**config.mk**
```make
export PLATFORM = sky130hd
export DESIGN_NAME = mem_port_arbiter_flat
export DESIGN_NICKNAME = d
export VERILOG_FILES = /design/src/rtl/mem_arb_pkg.sv /design/src/rtl/mem_port_arbiter_if.sv /design/src/rtl/mem_lane_align.sv /design/src/rtl/mem_port_arbiter.sv /design/src/flat_wrapper.sv
export SDC_FILE = /design/constraint.sdc
export NUM_CORES = 1
export LEC_CHECK = 0
export ABC_AREA = 1
export CAP_MARGIN = 20
export CORE_AREA = 2 2 121 93
export CTS_CLUSTER_DIAMETER = 200
export DETAILED_ROUTE_END_ITERATION = 8
export DIE_AREA = 0 0 123 95
export GPL_TIMING_DRIVEN = 0
export PLACE_DENSITY = 0.83
export SYNTH_ARGS = -nofsm -noshare
export SYNTH_HDL_FRONTEND = slang
export SYNTH_SLANG_ARGS = --single-unit
```
**constraint.sdc**
```tcl
create_clock -name clk -period 1.4 [get_ports clk]
set_clock_uncertainty 0.05 [all_clocks]
set_input_delay 0.28 -clock clk [delete_from_list [all_inputs] [get_ports clk]]
set_output_delay 0.28 -clock clk [all_outputs]
set_load 0.02 [all_outputs]
```
**src/rtl/mem_arb_pkg.sv**
```systemverilog
// Shared types and lane helpers for the RAM port arbiter.
// Optional starvation guard is enabled with MEM_ARB_STARVE_GUARD_EN.
package mem_arb_pkg;

  typedef enum logic [1:0] {
    SZ_BYTE = 2'd0,
    SZ_HALF = 2'd1,
    SZ_WORD = 2'd2
  } ls_size_e;

  typedef enum logic [1:0] {
    OWN_NONE = 2'd0,
    OWN_IF   = 2'd1,
    OWN_LS   = 2'd2
  } owner_e;

  // Byte-lane write enables for an access of the given size at addr[1:0].
  function automatic logic [3:0] strobe(input logic [1:0] size, input logic [1:0] addr_lo);
    logic [3:0] s;
    case (size)
      SZ_BYTE: s = 4'b0001 << addr_lo;
      SZ_HALF: s = 4'b0011 << addr_lo;
      SZ_WORD: s = 4'b1111;
      default: s = 4'b0000;
    endcase
    return s;
  endfunction

  // Size code 3 is illegal and reported the same way as a misaligned access.
  function automatic logic misaligned(input logic [1:0] size, input logic [1:0] addr_lo);
    logic m;
    case (size)
      SZ_BYTE: m = 1'b0;
      SZ_HALF: m = addr_lo[0];
      SZ_WORD: m = (addr_lo != 2'b00);
      default: m = 1'b1;
    endcase
    return m;
  endfunction

endpackage

```
**src/rtl/mem_port_arbiter_if.sv**
```systemverilog
// Bus bundle between the core (fetch + load/store), the arbiter and the RAM.
// slave = arbiter view, master = core/RAM environment view.
interface mem_port_arbiter_if #(
  parameter int ADDR_W = 32,
  parameter int DATA_W = 32
);
  logic              if_req;
  logic [ADDR_W-1:0] if_addr;
  logic              if_gnt;
  logic              if_rvalid;
  logic [DATA_W-1:0] if_rdata;
  logic              ls_req;
  logic              ls_we;
  logic [1:0]        ls_size;
  logic [ADDR_W-1:0] ls_addr;
  logic [DATA_W-1:0] ls_wdata;
  logic              ls_gnt;
  logic              ls_rvalid;
  logic [DATA_W-1:0] ls_rdata;
  logic              ls_err;
  logic              mem_en;
  logic [ADDR_W-1:0] mem_addr;
  logic [3:0]        mem_wstrb;
  logic [DATA_W-1:0] mem_wdata;
  logic [DATA_W-1:0] mem_rdata;

  modport slave (
    input  if_req, if_addr, ls_req, ls_we, ls_size, ls_addr, ls_wdata, mem_rdata,
    output if_gnt, if_rvalid, if_rdata, ls_gnt, ls_rvalid, ls_rdata, ls_err,
           mem_en, mem_addr, mem_wstrb, mem_wdata
  );

  modport master (
    output if_req, if_addr, ls_req, ls_we, ls_size, ls_addr, ls_wdata, mem_rdata,
    input  if_gnt, if_rvalid, if_rdata, ls_gnt, ls_rvalid, ls_rdata, ls_err,
           mem_en, mem_addr, mem_wstrb, mem_wdata
  );
endinterface

```
**src/rtl/mem_lane_align.sv**
```systemverilog
// Combinational store lane formatting: byte strobes, data replication
// across lanes and the misalignment flag for a load/store request.
module mem_lane_align
  import mem_arb_pkg::*;
(
  input  logic [1:0]  i_size,
  input  logic [1:0]  i_addr_lo,
  input  logic [31:0] i_wdata,
  output logic [3:0]  o_wstrb,
  output logic [31:0] o_wdata,
  output logic        o_misalign
);

  assign o_wstrb    = strobe(i_size, i_addr_lo);
  assign o_misalign = misaligned(i_size, i_addr_lo);

  // Replicate right-justified store data so every enabled lane sees it.
  always_comb begin
    o_wdata = i_wdata;
    case (i_size)
      SZ_BYTE: o_wdata = {4{i_wdata[7:0]}};
      SZ_HALF: o_wdata = {2{i_wdata[15:0]}};
      default: o_wdata = i_wdata;
    endcase
  end

endmodule

```
**src/rtl/mem_port_arbiter.sv**
```systemverilog
// Shares one synchronous RAM port between fetch and load/store.
// Load/store has priority; read data is steered back by an owner register.
// Define MEM_ARB_STARVE_GUARD_EN to force a fetch grant after STARVE_LIMIT
// consecutive load/store grants while fetch waits.
module mem_port_arbiter
  import mem_arb_pkg::*;
#(
  parameter int ADDR_W       = 32,
  parameter int DATA_W       = 32,
  parameter int STARVE_LIMIT = 4
) (
  input  logic clk,
  input  logic rst_n,
  mem_port_arbiter_if.slave bus
);

  logic              w_force_if;
  logic              w_ls_win;
  logic              w_if_win;
  logic              w_misalign;
  logic [3:0]        w_strb;
  logic [DATA_W-1:0] w_wdata_rep;
  owner_e            w_owner_next;
  logic              w_err_next;
  owner_e            r_owner;
  logic              r_err;
  logic [DATA_W-1:0] r_if_hold;
  logic [DATA_W-1:0] r_ls_hold;
  logic              w_unused_if_lo;

  // Fetch addresses are word aligned; the low bits carry no information.
  assign w_unused_if_lo = ^bus.if_addr[1:0];

  mem_lane_align u_align (
    .i_size     (bus.ls_size),
    .i_addr_lo  (bus.ls_addr[1:0]),
    .i_wdata    (bus.ls_wdata),
    .o_wstrb    (w_strb),
    .o_wdata    (w_wdata_rep),
    .o_misalign (w_misalign)
  );

`ifdef MEM_ARB_STARVE_GUARD_EN
  localparam int STARVE_W = $clog2(STARVE_LIMIT + 1);
  logic [STARVE_W-1:0] r_starve_cnt;

  assign w_force_if = bus.if_req & (r_starve_cnt == STARVE_W'(STARVE_LIMIT));

  // Count load/store grants that keep a pending fetch waiting; saturate at the limit.
  always_ff @(posedge clk or negedge rst_n) begin
    if (!rst_n) begin
      r_starve_cnt <= '0;
    end else if (!bus.if_req || w_if_win) begin
      r_starve_cnt <= '0;
    end else if (w_ls_win && (r_starve_cnt != STARVE_W'(STARVE_LIMIT))) begin
      r_starve_cnt <= r_starve_cnt + 1'b1;
    end
  end
`else
  // Strict priority: the limit only matters when the guard is built.
  assign w_force_if = 1'b0 & (STARVE_LIMIT != 0);
`endif

  // Per-cycle arbitration: at most one winner, load/store first.
  always_comb begin
    w_ls_win = bus.ls_req & ~w_force_if;
    w_if_win = bus.if_req & ~w_ls_win;
  end

  assign bus.ls_gnt    = w_ls_win;
  assign bus.if_gnt    = w_if_win;
  assign bus.mem_en    = w_if_win | (w_ls_win & ~w_misalign);
  assign bus.mem_addr  = w_ls_win ? {bus.ls_addr[ADDR_W-1:2], 2'b00}
                                  : {bus.if_addr[ADDR_W-1:2], 2'b00};
  assign bus.mem_wstrb = (w_ls_win & bus.ls_we & ~w_misalign) ? w_strb : 4'b0000;
  assign bus.mem_wdata = w_wdata_rep;

  // Decide who owns next cycle's response; misaligned requests get an error response.
  always_comb begin
    w_owner_next = OWN_NONE;
    w_err_next   = 1'b0;
    if (w_ls_win) begin
      if (w_misalign) begin
        w_owner_next = OWN_LS;
        w_err_next   = 1'b1;
      end else if (!bus.ls_we) begin
        w_owner_next = OWN_LS;
      end
    end else if (w_if_win) begin
      w_owner_next = OWN_IF;
    end
  end

  // Response pipeline register; reset drops any read in flight.
  always_ff @(posedge clk or negedge rst_n) begin
    if (!rst_n) begin
      r_owner <= OWN_NONE;
      r_err   <= 1'b0;
    end else begin
      r_owner <= w_owner_next;
      r_err   <= w_err_next;
    end
  end

  // Remember the last delivered word so rdata holds while rvalid is low.
  always_ff @(posedge clk or negedge rst_n) begin
    if (!rst_n) begin
      r_if_hold <= '0;
      r_ls_hold <= '0;
    end else begin
      if (r_owner == OWN_IF) r_if_hold <= bus.mem_rdata;
      if (r_owner == OWN_LS) r_ls_hold <= r_err ? '0 : bus.mem_rdata;
    end
  end

  assign bus.if_rvalid = (r_owner == OWN_IF);
  assign bus.if_rdata  = (r_owner == OWN_IF) ? bus.mem_rdata : r_if_hold;
  assign bus.ls_rvalid = (r_owner == OWN_LS);
  assign bus.ls_err    = r_err;
  assign bus.ls_rdata  = (r_owner == OWN_LS) ? (r_err ? '0 : bus.mem_rdata) : r_ls_hold;

endmodule
```
**src/flat_wrapper.sv**
```systemverilog
// flat-port wrapper written by rule: the top's interface ports become plain ports
module mem_port_arbiter_flat import mem_arb_pkg::*;
#(
  parameter int ADDR_W       = 32,
  parameter int DATA_W       = 32,
  parameter int STARVE_LIMIT = 4
)
  (clk, rst_n, bus_if_req, bus_if_addr, bus_ls_req, bus_ls_we, bus_ls_size, bus_ls_addr, bus_ls_wdata, bus_mem_rdata, bus_if_gnt, bus_if_rvalid, bus_if_rdata, bus_ls_gnt, bus_ls_rvalid, bus_ls_rdata, bus_ls_err, bus_mem_en, bus_mem_addr, bus_mem_wstrb, bus_mem_wdata);
  mem_port_arbiter_if #(.ADDR_W(ADDR_W), .DATA_W(DATA_W)) bus_i ();
  input  logic clk;
  input  logic rst_n;
  input wire logic [$bits(bus_i.if_req)-1:0] bus_if_req;
  input wire logic [$bits(bus_i.if_addr)-1:0] bus_if_addr;
  input wire logic [$bits(bus_i.ls_req)-1:0] bus_ls_req;
  input wire logic [$bits(bus_i.ls_we)-1:0] bus_ls_we;
  input wire logic [$bits(bus_i.ls_size)-1:0] bus_ls_size;
  input wire logic [$bits(bus_i.ls_addr)-1:0] bus_ls_addr;
  input wire logic [$bits(bus_i.ls_wdata)-1:0] bus_ls_wdata;
  input wire logic [$bits(bus_i.mem_rdata)-1:0] bus_mem_rdata;
  output wire logic [$bits(bus_i.if_gnt)-1:0] bus_if_gnt;
  output wire logic [$bits(bus_i.if_rvalid)-1:0] bus_if_rvalid;
  output wire logic [$bits(bus_i.if_rdata)-1:0] bus_if_rdata;
  output wire logic [$bits(bus_i.ls_gnt)-1:0] bus_ls_gnt;
  output wire logic [$bits(bus_i.ls_rvalid)-1:0] bus_ls_rvalid;
  output wire logic [$bits(bus_i.ls_rdata)-1:0] bus_ls_rdata;
  output wire logic [$bits(bus_i.ls_err)-1:0] bus_ls_err;
  output wire logic [$bits(bus_i.mem_en)-1:0] bus_mem_en;
  output wire logic [$bits(bus_i.mem_addr)-1:0] bus_mem_addr;
  output wire logic [$bits(bus_i.mem_wstrb)-1:0] bus_mem_wstrb;
  output wire logic [$bits(bus_i.mem_wdata)-1:0] bus_mem_wdata;
  assign bus_i.if_req = bus_if_req;
  assign bus_i.if_addr = bus_if_addr;
  assign bus_i.ls_req = bus_ls_req;
  assign bus_i.ls_we = bus_ls_we;
  assign bus_i.ls_size = bus_ls_size;
  assign bus_i.ls_addr = bus_ls_addr;
  assign bus_i.ls_wdata = bus_ls_wdata;
  assign bus_i.mem_rdata = bus_mem_rdata;
  assign bus_if_gnt = bus_i.if_gnt;
  assign bus_if_rvalid = bus_i.if_rvalid;
  assign bus_if_rdata = bus_i.if_rdata;
  assign bus_ls_gnt = bus_i.ls_gnt;
  assign bus_ls_rvalid = bus_i.ls_rvalid;
  assign bus_ls_rdata = bus_i.ls_rdata;
  assign bus_ls_err = bus_i.ls_err;
  assign bus_mem_en = bus_i.mem_en;
  assign bus_mem_addr = bus_i.mem_addr;
  assign bus_mem_wstrb = bus_i.mem_wstrb;
  assign bus_mem_wdata = bus_i.mem_wdata;
  mem_port_arbiter #(.ADDR_W(ADDR_W), .DATA_W(DATA_W), .STARVE_LIMIT(STARVE_LIMIT)) u_core (.clk(clk), .rst_n(rst_n), .bus(bus_i));
endmodule
```
==> impl_metrics.py <==
metrics = {
    "synthesis": {
        "synth_area_leaders": "dfrtp_1 48%, nand2_1 20%, mux2_2 9.7%",
        "synth.largest_area_cell": "dfrtp_1",
        "synthesis.area_um2": 3500,
        "ys.flop_type": "dfrtp_1",
        "yosysMostFrequentCell": "nand2_1",
        "synth_top_area_frac": 0.480,
        "syn_avg_cell_area_um2": 8.05,
        "async_flop_share": 1.00,
        "synth_cell_types": 18,
        "synth-seq-area-share": 0.480,
        "synth_edf_count": 0,
        "synth_seq_cells": 67,
        "yosys-top-cells-count": "183 x nand2_1, 67 x dfrtp_1, 42 x o21ai_0, 34 x nand3_1, 30 x mux2_2",
        "synth_warnings": 0,
        "netlist_instances": 434,
    },
    "timing": {
        "worst_slew_pin_slew_ns": 0.840,
        "rsz0062_at_grt": "true",
        "min_period_ns": 1.91,
        "hold_viol_final": 0,
        "fin_ws_ns": -0.513,
        "finalSetupTns_ns": -29.37,
        "slew_headroom": 0.440,
        "drv_slew": 0,
        "holdWs_ns": 0.0244,
        "period_share": 1.37,
        "clock.fmax_mhz": 523,
        "setup_viol": 81,
    },
    "global_route": {
        "grt.overflow.total": 0,
        "grt_max_degree": 68,
        "grt_use_total": 0.262,
        "antenna_found_initial": 0,
        "grt_use_met3": 0.0767,
        "gr-usage-met2": 0.453,
        "grt_pass1_vias": 4564,
        "grt_pass1_wl_um": 23300,
        "grtUsageMet1": 0.299,
        "busiest_layer": "met2",
    },
    "flow_run": {
        "maxCapViolCount": 0,
    },
    "outcome": {
        "violations": "negative setup slack",
        "status": "finished with violations",
    },
    "die": {
        "dieArea_um2": 11700,
        "initial_core_util": 0.328,
        "die_h_um": 95,
        "design.portCount": 273,
        "core-area_um2": 10700,
        "rows": 33,
        "die_w_um": 123,
    },
    "setup_path": {
        "setup.worst_path.start_class": "flop",
        "crit_path_end_kind": "primary output",
        "slowest_stage": "dfrtp_2",
        "worstPathCellList": "clkbuf_4 > o21ai_0 > nand2_2 > buf_6",
        "cp.required_ns": 1.07,
        "path_class": "flop to primary output",
        "crit_path_max_fanout": 10,
        "cpPeakStageDelay_ns": 0.49,
        "critical_path_arrival_ns": 1.58,
    },
    "layout": {
        "drive_gt1_frac": 0.477,
        "nNetsFinal": 917,
        "post-route-util": 0.730,
        "insertedDiodeCount": 0,
        "area_growth_pct": 123,
    },
    "route": {
        "post-route-drc-count": 0,
        "wl_um": 16600,
        "vias": 4502,
        "ant_nets": 0,
        "drt_iter0_markers": 192,
        "drt-vias-per-instance": 4.86,
        "wire_per_inst_um": 17.9,
        "firstDrtPassIters": 4,
    },
    "placed_design": {
        "post-dp-hpwl_um": 11600,
        "port_buffers": 267,
        "globalplace.congestion": 0.946,
    },
    "power_and_ir_drop": {
        "p_leak_nw": 4.15,
        "peakVddDrop_uv": 603,
        "cellPowerDensity_nw_per_um2": 1070,
    },
    "clock_tree": {
        "path_clk_slew_ns": 0.05,
        "cts-buffers-inserted": 9,
        "clk_latency_ns": 0.32,
        "clock_sinks": 67,
        "cts_max_path_buffers": 2,
        "cts_hold_buf": 0,
        "ctsHtreeMaxLevel": 3,
        "cts_tree": "yes",
        "cts-root-buf": "clkbuf_16",
    },
    "min_path": {
        "hp-class": "input pin to async pin",
    },
}
==> layout by cell type (no fill, tap or decap), drive strengths merged <==
| cell type | netlist | final |
|---|---|---|
| nand2 | 185 | 185 |
| clkinv | 0 | 1 |
| dlygate4sd2 | 0 | 83 |
| dlymetal6s2s | 0 | 8 |
| o211ai | 8 | 8 |
| nand3 | 34 | 34 |
| dfrtp | 67 | 67 |
| buf | 27 | 223 |
| inv | 18 | 18 |
| mux2 | 30 | 30 |
| nor2 | 8 | 8 |
| a21oi | 2 | 2 |
| nand4 | 2 | 2 |
| o21ai | 42 | 42 |
| clkdlybuf4s15 | 0 | 1 |
| clkdlybuf4s50 | 0 | 44 |
| clkbuf | 10 | 27 |
| conb | 1 | 2 |
| bufinv | 0 | 1 |
==> final timing paths <==
path,slack (ns),endpoint,start,depth (start not counted)
max,-0.51,bus_ls_rdata[13],u_core.r_owner[0],4
min,0.02,u_core.r_if_hold[5],rst_n,1
max reg2reg,-0.33,u_core.r_ls_hold[10],u_core.r_owner[0],10
min reg2reg,0.43,u_core.r_if_hold[22],u_core.r_if_hold[22],2
max in group asynchronous,0.68,u_core.r_owner[0],rst_n,1
min in group clk,0.28,u_core.r_owner[0],bus_if_req,3
==> metal layers <==
metal | share of wire | wire, um
met2 | 0.51 | 8370
met1 | 0.38 | 6330
met4 | 0.044 | 723
met5 | 0 | 0
met3 | 0.068 | 1130
==> where the power goes <==
part           internal, mW  switching (mW)  leakage (nW)  total [mW]
clock network          1.46           0.769         0.146        2.23
logic                  1.81            1.86          3.17        3.67
registers              2.28           0.102         0.835        2.38
==> repair_timing <==
action	CTS	global route
pin swaps	24	11
endpoints found under the hold margin	0	0
endpoints found under the setup margin	145	91
gates cloned	5	3
gates resized for setup	971	72
setup buffers	44	18
==> worst max-delay path, delay by kind of cell, from the launching register on <==
kind                   cells  cell delay, ns
and+or+nand+nor            1            0.12
AOI/OAI and AO/OA          1            0.30
buffers and inverters      2            0.36
DFF                        1            0.49
==> cells by family after synthesis <==
| group | after synthesis | share of synthesized area |
|---|---|---|
| AND/OR/NAND/NOR | 229 | 0.262 |
| multiplexers | 30 | 0.0966 |
| AO/OA/AOI/OAI | 52 | 0.0802 |
| buffers and inverters | 55 | 0.0802 |
| flip-flops | 67 | 0.480 |
| other | 1 | 0.00107 |
==> state kept, by name (all words and copies together), names as in the netlist <==
name               cells
u_core.r_if_hold      32
u_core.r_owner         2
u_core.r_ls_hold      32
u_core.bus.ls_err      1
==> stage by stage <==
step / cell area [um^2] / total power [mW] / setup slack [ns] / std cells
after floorplan: 3530 / 3.75 / 0.00315 / 435
after global placement: 6380 / 5.35 / -2.17 / 842
after detailed placement: 6370 / 5.42 / -1.20 / 842
after CTS: 7360 / 8.07 / -0.425 / 906
after global routing: 7780 / 8.66 / -0.546 / 926
final: 7780 / 8.29 / -0.513 / 926
==> layout make-up <==
cell class,instances,area [um^2]
Multi-Input combinational cell,313,1980
Inverter,18,80.1
Buffer,37,389
Fill cell,793,2870
Tap cell,140,175
Clock buffer,13,260
Sequential cell,67,1680
Clock inverter,2,35.0
Timing Repair Buffer,336,3180
(Power assumes the default switching activity.)
